## src/rtl/audio_pkg.sv

```systemverilog
// Shared definitions for the audio output path: the PSG clock-enable
// default divide ratio, a constant-safe clog2 helper and the channel sample
// array type used by the PSG, FM and mixer blocks.
package audio_pkg;

  // CLK100MHZ cycles per PSG clock-enable pulse at the console top level.
  localparam int DIV_PSG_DEFAULT = 26;

  // Default mixer geometry: four 8-bit unsigned channels.
  localparam int N_CH_DEFAULT     = 4;
  localparam int SAMPLE_W_DEFAULT = 8;

  // Ceiling log2, usable in parameter defaults; clog2(1) is 0 so a single
  // channel mixer needs no extra headroom bits.
  function automatic int clog2(input int value);
    int result;
    int remaining;
    result    = 0;
    remaining = value - 1;
    while (remaining > 0) begin
      result    = result + 1;
      remaining = remaining >> 1;
    end
    return result;
  endfunction

  // One unsigned channel sample and the packed array of all channels, in the
  // default geometry, as produced by the sound generators.
  typedef logic [SAMPLE_W_DEFAULT-1:0]         sample_t;
  typedef sample_t [N_CH_DEFAULT-1:0]          ch_sample_arr_t;

endpackage

```

## src/rtl/audio_pwm_mixer_if.sv

```systemverilog
// Bundle between the sound generators and the audio output stage: channel
// samples and enables flow in, the PSG clock enable, frame marker, applied
// duty and the audio pin bit flow out.
// master: sound-generator side (drives samples, observes outputs)
// slave : audio_pwm_mixer side
interface audio_pwm_mixer_if
  import audio_pkg::*;
#(
  parameter int N_CH     = N_CH_DEFAULT,
  parameter int SAMPLE_W = SAMPLE_W_DEFAULT,
  parameter int PWM_W    = SAMPLE_W + clog2(N_CH)
);

  logic [N_CH-1:0][SAMPLE_W-1:0] ch_sample;
  logic [N_CH-1:0]               ch_en;
  logic                          psg_ce;
  logic                          frame_start;
  logic [PWM_W-1:0]              duty;
  logic                          AUD_PWM;

  modport master (
    output ch_sample,
    output ch_en,
    input  psg_ce,
    input  frame_start,
    input  duty,
    input  AUD_PWM
  );

  modport slave (
    input  ch_sample,
    input  ch_en,
    output psg_ce,
    output frame_start,
    output duty,
    output AUD_PWM
  );

endinterface

```

## src/rtl/audio_ce_divider.sv

```systemverilog
// Free-running clock-enable generator: one registered single-cycle pulse
// every DIV clocks (DIV >= 2). The first pulse appears DIV cycles after
// reset is released. Reused for the PSG and future FM clock enables.
module audio_ce_divider
  import audio_pkg::*;
#(
  parameter int DIV = DIV_PSG_DEFAULT
) (
  input  logic clk,
  input  logic rst_n,
  output logic psg_ce
);

  localparam int              CNT_W = (clog2(DIV) < 1) ? 1 : clog2(DIV);
  localparam logic [CNT_W-1:0] LAST = CNT_W'(DIV - 1);

  logic [CNT_W-1:0] div_cnt;

  // Count 0..DIV-1 and pulse on the cycle after the counter reaches its top.
  always_ff @(posedge clk) begin
    if (!rst_n) begin
      div_cnt <= '0;
      psg_ce  <= 1'b0;
    end else begin
      psg_ce  <= (div_cnt == LAST);
      div_cnt <= (div_cnt == LAST) ? '0 : div_cnt + 1'b1;
    end
  end

endmodule

```

## src/rtl/audio_pwm_mixer.sv

```systemverilog
// Multi-channel audio output stage: sums the enabled channel samples, loads
// the sum as the duty of the next PWM frame and drives the board audio pin.
// Also produces the PSG clock-enable strobe via audio_ce_divider.
// Optional feature: define AUDIO_SIGMA_DELTA_EN to replace the PWM
// comparator with a first-order sigma-delta modulator fed by the same duty.
module audio_pwm_mixer
  import audio_pkg::*;
#(
  parameter int N_CH     = N_CH_DEFAULT,
  parameter int SAMPLE_W = SAMPLE_W_DEFAULT,
  parameter int PWM_W    = SAMPLE_W + clog2(N_CH),
  parameter int DIV      = DIV_PSG_DEFAULT
) (
  input  logic               CLK100MHZ,
  input  logic               CPU_RESETN,
  audio_pwm_mixer_if.slave   bus
);

  // The PWM_W constraint (N_CH*(2^SAMPLE_W-1) < 2^PWM_W) keeps the sum from
  // wrapping and keeps duty strictly below a full frame.
  localparam logic [PWM_W-1:0] CNT_MAX = '1;

  logic [PWM_W-1:0] mix_sum;
  logic [PWM_W-1:0] sum_r;
  logic [PWM_W-1:0] pwm_cnt;
  logic [PWM_W-1:0] duty;
  logic             frame_start;
  logic             aud_pwm;
  logic             psg_ce;
  logic             frame_end;

  audio_ce_divider #(
    .DIV (DIV)
  ) u_psg_div (
    .clk    (CLK100MHZ),
    .rst_n  (CPU_RESETN),
    .psg_ce (psg_ce)
  );

  assign frame_end = (pwm_cnt == CNT_MAX);

  // Add up every enabled channel, zero-extended to the duty width.
  always_comb begin
    mix_sum = '0;
    for (int i = 0; i < N_CH; i++) begin
      if (bus.ch_en[i]) begin
        mix_sum = mix_sum + PWM_W'(bus.ch_sample[i]);
      end
    end
  end

  // Register the mix, run the frame counter and latch duty only at the frame
  // boundary so mid-frame sample changes never disturb the running frame.
  // frame_start is registered from the last count, so it is high while
  // pwm_cnt is 0 except for the very first cycle after reset.
  always_ff @(posedge CLK100MHZ) begin
    if (!CPU_RESETN) begin
      sum_r       <= '0;
      pwm_cnt     <= '0;
      duty        <= '0;
      frame_start <= 1'b0;
    end else begin
      sum_r       <= mix_sum;
      pwm_cnt     <= pwm_cnt + 1'b1;
      frame_start <= frame_end;
      if (frame_end) begin
        duty <= sum_r;
      end
    end
  end

`ifdef AUDIO_SIGMA_DELTA_EN
  logic [PWM_W:0] acc;

  // First-order sigma-delta: accumulate duty modulo one frame, the carry out
  // of the accumulator is the output bit; density of ones equals duty/2^PWM_W.
  always_ff @(posedge CLK100MHZ) begin
    if (!CPU_RESETN) begin
      acc     <= '0;
      aud_pwm <= 1'b0;
    end else begin
      acc     <= {1'b0, acc[PWM_W-1:0]} + {1'b0, duty};
      aud_pwm <= acc[PWM_W];
    end
  end
`else
  // Plain PWM comparator: high for exactly duty cycles of every frame.
  always_ff @(posedge CLK100MHZ) begin
    if (!CPU_RESETN) begin
      aud_pwm <= 1'b0;
    end else begin
      aud_pwm <= (pwm_cnt < duty);
    end
  end
`endif

  assign bus.psg_ce      = psg_ce;
  assign bus.frame_start = frame_start;
  assign bus.duty        = duty;
  assign bus.AUD_PWM     = aud_pwm;

endmodule

```

## src/flat_wrapper.sv

```systemverilog
// flat-port wrapper written by rule: the top's interface ports become plain ports
module audio_pwm_mixer_flat import audio_pkg::*;
#(
  parameter int N_CH     = N_CH_DEFAULT,
  parameter int SAMPLE_W = SAMPLE_W_DEFAULT,
  parameter int PWM_W    = SAMPLE_W + clog2(N_CH),
  parameter int DIV      = DIV_PSG_DEFAULT
)
  (CLK100MHZ, CPU_RESETN, bus_ch_sample, bus_ch_en, bus_psg_ce, bus_frame_start, bus_duty, bus_AUD_PWM);
  audio_pwm_mixer_if #(.N_CH(N_CH), .SAMPLE_W(SAMPLE_W), .PWM_W(PWM_W)) bus_i ();
  input  logic CLK100MHZ;
  input  logic CPU_RESETN;
  input wire logic [$bits(bus_i.ch_sample)-1:0] bus_ch_sample;
  input wire logic [$bits(bus_i.ch_en)-1:0] bus_ch_en;
  output wire logic [$bits(bus_i.psg_ce)-1:0] bus_psg_ce;
  output wire logic [$bits(bus_i.frame_start)-1:0] bus_frame_start;
  output wire logic [$bits(bus_i.duty)-1:0] bus_duty;
  output wire logic [$bits(bus_i.AUD_PWM)-1:0] bus_AUD_PWM;
  assign bus_i.ch_sample = bus_ch_sample;
  assign bus_i.ch_en = bus_ch_en;
  assign bus_psg_ce = bus_i.psg_ce;
  assign bus_frame_start = bus_i.frame_start;
  assign bus_duty = bus_i.duty;
  assign bus_AUD_PWM = bus_i.AUD_PWM;
  audio_pwm_mixer #(.N_CH(N_CH), .SAMPLE_W(SAMPLE_W), .PWM_W(PWM_W), .DIV(DIV)) u_core (.CLK100MHZ(CLK100MHZ), .CPU_RESETN(CPU_RESETN), .bus(bus_i));
endmodule
```

## config.mk

```make
export PLATFORM = sky130hd
export DESIGN_NAME = audio_pwm_mixer_flat
export DESIGN_NICKNAME = d
export VERILOG_FILES = /design/src/rtl/audio_pkg.sv /design/src/rtl/audio_pwm_mixer_if.sv /design/src/rtl/audio_ce_divider.sv /design/src/rtl/audio_pwm_mixer.sv /design/src/flat_wrapper.sv
export SDC_FILE = /design/constraint.sdc
export NUM_CORES = 1
export LEC_CHECK = 0
export CORE_MARGIN = 4
export CORE_UTILIZATION = 54
export CTS_CLUSTER_DIAMETER = 150
export DETAILED_ROUTE_END_ITERATION = 10
export PLACE_DENSITY = 0.81
export SLEW_MARGIN = 20
export SYNTH_ARGS = -nofsm -noshare
export SYNTH_HDL_FRONTEND = slang
export SYNTH_SLANG_ARGS = --single-unit
```

## constraint.sdc

```tcl
create_clock -name CLK100MHZ -period 8 [get_ports CLK100MHZ]
set_input_delay 2.4 -clock CLK100MHZ [delete_from_list [all_inputs] [get_ports CLK100MHZ]]
set_output_delay 2.4 -clock CLK100MHZ [all_outputs]
set_load 0.05 [all_outputs]
```

==> reports/qor_table.md <==
| Step | Metric | This run |
|---|---|---|
| global route | Wire length of the first global-routing pass | 11000 µm |
| placement | Placer congestion estimate | 0.959 |
| synth | Syn_area_per_cell | 8.41 µm² |
| worst setup path | WS Path Type | in2reg |
| timing | Tmin final | 7.23 ns |
| global route | Overflow left after global routing | 0 |
| clock network | Setup fix buffers added after clock tree synthesis | 0 |
| placement | HPWL after detailed placement | 5320 µm |
| worst setup path | CP Capture Type | flop |
| power | IR Drop Worst-Case VDD | 0.0000795 V |
| floorplan | Starting utilization of the core area | 0.573 |
| job | Max_cap viols | 0 |
| synth | Area share of xor/xnor cells in the synthesized design | 0.0572 |
| final layout | Non-Filler Cell Area, Final | 3650 µm² |
| clock network | Number of sinks driven by the clock tree | 38 |
| floorplan | Total I/O pin count | 51 |
| placement | IO buf count | 50 |
| power | Pwr/cell area | 149 nW/µm² |
| timing | Unrepaired setup endpoints after global routing | no |
| synth | Syn_nets | 435 |
| clock network | CTS root buffer | sky130_fd_sc_hd__clkbuf_8 |
| worst setup path | Crit path top cell by count | sky130_fd_sc_hd__ha_1 |
| detailed routing | WL final | 6500 µm |
| synth | Post-synth ARST share | 0 |
| detailed routing | Detailed router's first-iteration violation count | 106 |
| timing | Fin worst setup slack | 0.768 ns |
| run status | Status | finished clean |
| clock network | Clock transition time at the flip-flop clock pins of the worst setup and hold paths | 0.07 ns |
| synth | Synthesized-area fraction occupied by ao, oa, aoi and oai cells | 0.223 |
| synth | Cell Area, Synth | 3020 µm² |
| synth | Post-synth EDFFs | 0 |
| final layout | Final-stage net count | 482 |
| synth | Mux contribution to synthesized area | 0.0643 |
| worst setup path | Cell-by-cell trace of the critical path | clkdlybuf4s50_1 -> and2_1 -> ha_1 -> inv_1 -> fa_1 -> nand2b_1 -> a21oi_1 -> o21ai_0 -> a31oi_1 -> inv_1 -> ha_1 -> o21a_1 -> o31a_1 -> o21ai_1 -> or4b_1 -> o21ai_0 -> nor3_1 -> ha_1 -> and3_1 -> a31o_2 -> nor3b_1 -> a32oi_1 -> o311ai_1 |
| global route | Number of antenna violations at the first check in global routing | 0 |
| final layout | Total area of sequential cells | 761 µm² |
| floorplan | Std-Cell Core Area | 5270 µm² |
| detailed routing | DRC violation count after routing | 0 |
| clock network | Worst-skew pair later-pin latency | 0.29 ns |
| detailed routing | Total via count in the routed design | 2718 |
| hold path | Worst min-delay path endpoint | u_core.bus.duty[0] |
| timing | Tightest Pin Transition | 0.874 ns |
| detailed routing | Routed wire per std cell | 13.6 µm |
| hold path | Worst min path class | reg2reg |
| detailed routing | Antenna violation net count after detailed routing | 0 |
| hold path | Launch point of the worst hold path | u_core.sum_r[0] |
| synth | Predominant post-synthesis flop cell | sky130_fd_sc_hd__dfxtp_1 |
| global route | Global-route usage over all layers | 0.204 |
| synth | Dominant combinational cell family by area after synthesis | compound AO/OA/AOI/OAI gates |
| synth | Post-synthesis instance total | 359 |
| final layout | Multi-input gate area in the final layout | 2130 µm² |
| final layout | Count of antenna diodes in the layout | 0 |
| power | Reported leakage power | 1.61 nW |
| placement | Dpl ws | 0.506 ns |
| clock network | H-tree levels | 2 |
| floorplan | Die Footprint | 6850 µm² |
| detailed routing | Number of vias per cell after detailed routing | 5.70 |
| clock network | Number of cells upsized or downsized after cts | 0 |
| timing | Fin Setup TNS | 0 ns |
| synth | Post-synthesis simple-gate area fraction | 0.196 |
| worst setup path | Critical Path Max Stage Delay | 0.64 ns |
| timing | Largest clock skew in the final design | 0.00538 ns |
| timing | Highest achievable clock rate | 0.138 GHz |
| worst setup path | Crit-path max FO | 11 |
| floorplan | Die height | 82.8 µm |
| final layout | Area growth from synthesis to layout | 21.1% |
| clock network | Number of buffers on the longest clock path | 2 |
| worst setup path | Critical Path AT | 7.39 ns |
| timing | Share of the clock period used by the worst path | 0.904 |
| worst setup path | Worst reg2reg startpoint | u_core.pwm_cnt[3] |
| global route | Largest net degree at the start of global routing | 31 |
| timing | Worst slew margin | 0.417 |
| worst setup path | Reg-to-reg critical path endpoint | u_core.bus.duty[8] |
| detailed routing | First-pass iteration count of the detailed router | 4 |
| hold path | Worst hold path cell count | 2 |
| worst setup path | Standard cell with the maximum stage delay on the critical path | sky130_fd_sc_hd__clkdlybuf4s50_1 |
| worst setup path | CP startpoint kind | input pin |
| clock network | TritonCTS clock tree | built |
| global route | Via count of the first global-routing pass | 2624 |
| worst setup path | Required @ worst endpoint | 8.16 ns |
| floorplan | Number of placement rows | 26 |
| synth | Synthesis Warnings | 0 |
| synth | Sequential fraction of the synthesis area | 0.252 |
| synth | Synthesized-area fraction occupied by adder cells | 0.165 |
| final layout | Layout filler cell count | 438 |
| clock network | Hold buffer count at cts | 0 |
| timing | Max-slew violations | 0 |
| worst setup path | Number of cells traversed by the worst register-to-register path | 6 |
| synth | Register bit count reported by yosys | 38 |
| synth | Yosys cell types | 60 |
| final layout | Fraction of final layout cells sized beyond drive strength 1 | 0.0713 |
| worst setup path | Reg2Reg Setup Slack | 5.94 ns |
| floorplan | Die width | 82.8 µm |
| timing | Final count of negative-setup-slack endpoints | 0 |
| timing | Final hold violation count | 0 |
| placement | Standard cell area after detailed placement | 3560 µm² |
| clock network | Number of clock buffers inserted by TritonCTS | 5 |
[routing by layer]
metal / global-route usage / up-vias / share of wire
met3: 0.0325 / 10 / 0.044
met2: 0.393 / 61 / 0.51
li1: - / 1392 / -
met1: 0.223 / 1255 / 0.42
met4: 0.0686 / 0 / 0.018
met5: 0 / - / 0
[report_power, final]
part           switching, W  leakage, nW  internal (W)  total, W
clock             0.0000635       0.0482     0.0000695  0.000133
sequential       0.00000494        0.310      0.000201  0.000206
combinational      0.000105         1.25     0.0000988  0.000204
total              0.000174         1.61      0.000369  0.000543
[logic make-up (layout without fill, tap and decap cells)]
kind of cell / after synthesis / after routing
buffers and inverters: 33 / 81
AND/OR/NAND/NOR: 120 / 120
flip-flops: 38 / 38
AO/OA/AOI/OAI: 93 / 93
multiplexers: 19 / 19
adder cells (fa/ha/maj): 38 / 38
XOR/XNOR: 18 / 18
[sequential cells by signal (all words and copies together), names as in the netlist]
name and cells:
u_core.u_psg_div.psg_ce 1, u_core.sum_r 10, u_core.bus.frame_start 1, u_core.bus.duty 10, u_core.pwm_cnt 10, u_core.u_psg_div.div_cnt 5
u_core.bus.AUD_PWM 1
[worst max-delay path, delay by kind of cell]
kind	cells	cell delay (ns)
AOI/OAI and AO/OA	10	1.67
and+or+nand+nor	6	1.30
adders and majority gates	4	1.27
buffers and inverters	3	0.76
[per-stage QoR]
stage	util	instances	total power, W	hold WS, ns
after floorplan	-	359	0.000362	0.425
after global placement	0.676	469	0.000407	0.441
after detailed placement	0.676	469	0.000413	0.449
after CTS	0.693	477	0.000545	0.467
after global routing	0.693	477	0.000579	0.502
final	0.693	477	0.000543	0.463
[layout make-up]
cell class | count | share of cell area
tap | 70 | 0.0240
inverter | 23 | 0.0236
clock inverter | 1 | 0.00137
multi-input combinational | 288 | 0.582
clock buffer | 7 | 0.0236
sequential | 38 | 0.208
timing repair buffer | 50 | 0.137
[placed cells by master, fill, tap and decap left out, types with 2 or more instances in the layout]
master                             n
sky130_fd_sc_hd__o211ai_1          2
sky130_fd_sc_hd__xnor2_1           7
sky130_fd_sc_hd__clkbuf_8          6
sky130_fd_sc_hd__ha_1             35
sky130_fd_sc_hd__and3_1            4
sky130_fd_sc_hd__nor2_1           40
sky130_fd_sc_hd__a31oi_1           5
sky130_fd_sc_hd__xnor2_2           2
sky130_fd_sc_hd__dfxtp_1          38
sky130_fd_sc_hd__a211oi_1          4
sky130_fd_sc_hd__xor2_1            9
sky130_fd_sc_hd__nor3_1            6
sky130_fd_sc_hd__nand4_1           4
sky130_fd_sc_hd__o31ai_1           2
sky130_fd_sc_hd__nand2_1          24
sky130_fd_sc_hd__o21ai_0          17
sky130_fd_sc_hd__a21bo_2           2
sky130_fd_sc_hd__nand3_1          10
sky130_fd_sc_hd__o2111a_1          2
sky130_fd_sc_hd__and2_1            4
sky130_fd_sc_hd__or2_2             4
sky130_fd_sc_hd__a21o_1            8
sky130_fd_sc_hd__a31o_2            2
sky130_fd_sc_hd__nand2b_1          4
sky130_fd_sc_hd__a211o_1           5
sky130_fd_sc_hd__or3_1             6
sky130_fd_sc_hd__mux2_2            3
sky130_fd_sc_hd__a2111oi_2         2
sky130_fd_sc_hd__clkdlybuf4s50_1  50
sky130_fd_sc_hd__mux2i_1          16
sky130_fd_sc_hd__fa_1              3
sky130_fd_sc_hd__nor2b_1           5
sky130_fd_sc_hd__a21oi_1          23
sky130_fd_sc_hd__inv_1            23
sky130_fd_sc_hd__nand3b_1          2
sky130_fd_sc_hd__o21a_1            4
[worst max-delay path by stage]
stage | startpoint | endpoint | slack, ns | depth (start not counted)
finish | bus_ch_en[0] | u_core.sum_r[9] | 0.77 | 23
CTS | bus_ch_en[0] | u_core.sum_r[9] | 0.78 | 23
global placement | bus_ch_en[0] | u_core.sum_r[9] | 0.68 | 23
global route | bus_ch_en[0] | u_core.sum_r[9] | 0.34 | 23
detailed placement | bus_ch_en[0] | u_core.sum_r[9] | 0.51 | 23
floorplan | bus_ch_en[0] | u_core.sum_r[9] | 1.40 | 23
[cell usage after synthesis (all sizes together) (3+ instances only)]
cell | count | share of area
nor2 | 40 | 0.050
dfxtp | 38 | 0.25
ha | 35 | 0.15
nand2 | 25 | 0.032
a21oi | 23 | 0.038
inv | 23 | 0.029
o21ai | 18 | 0.030
mux2i | 16 | 0.053
nand3 | 10 | 0.017
a21o | 9 | 0.023
xnor2 | 9 | 0.031
xor2 | 9 | 0.026
clkbuf | 6 | 0.0075
nor2b | 6 | 0.015
nor3 | 6 | 0.010
or3 | 6 | 0.012
a211o | 5 | 0.015
a211oi | 5 | 0.014
a31oi | 5 | 0.010
or2 | 5 | 0.011
a2111oi | 4 | 0.022
and2 | 4 | 0.0083
and3 | 4 | 0.0083
buf | 4 | 0.0066
nand2b | 4 | 0.0083
nand4 | 4 | 0.0083
o21a | 4 | 0.010
fa | 3 | 0.020
mux2 | 3 | 0.011
Note: power is estimated with default switching activity, not from simulation.
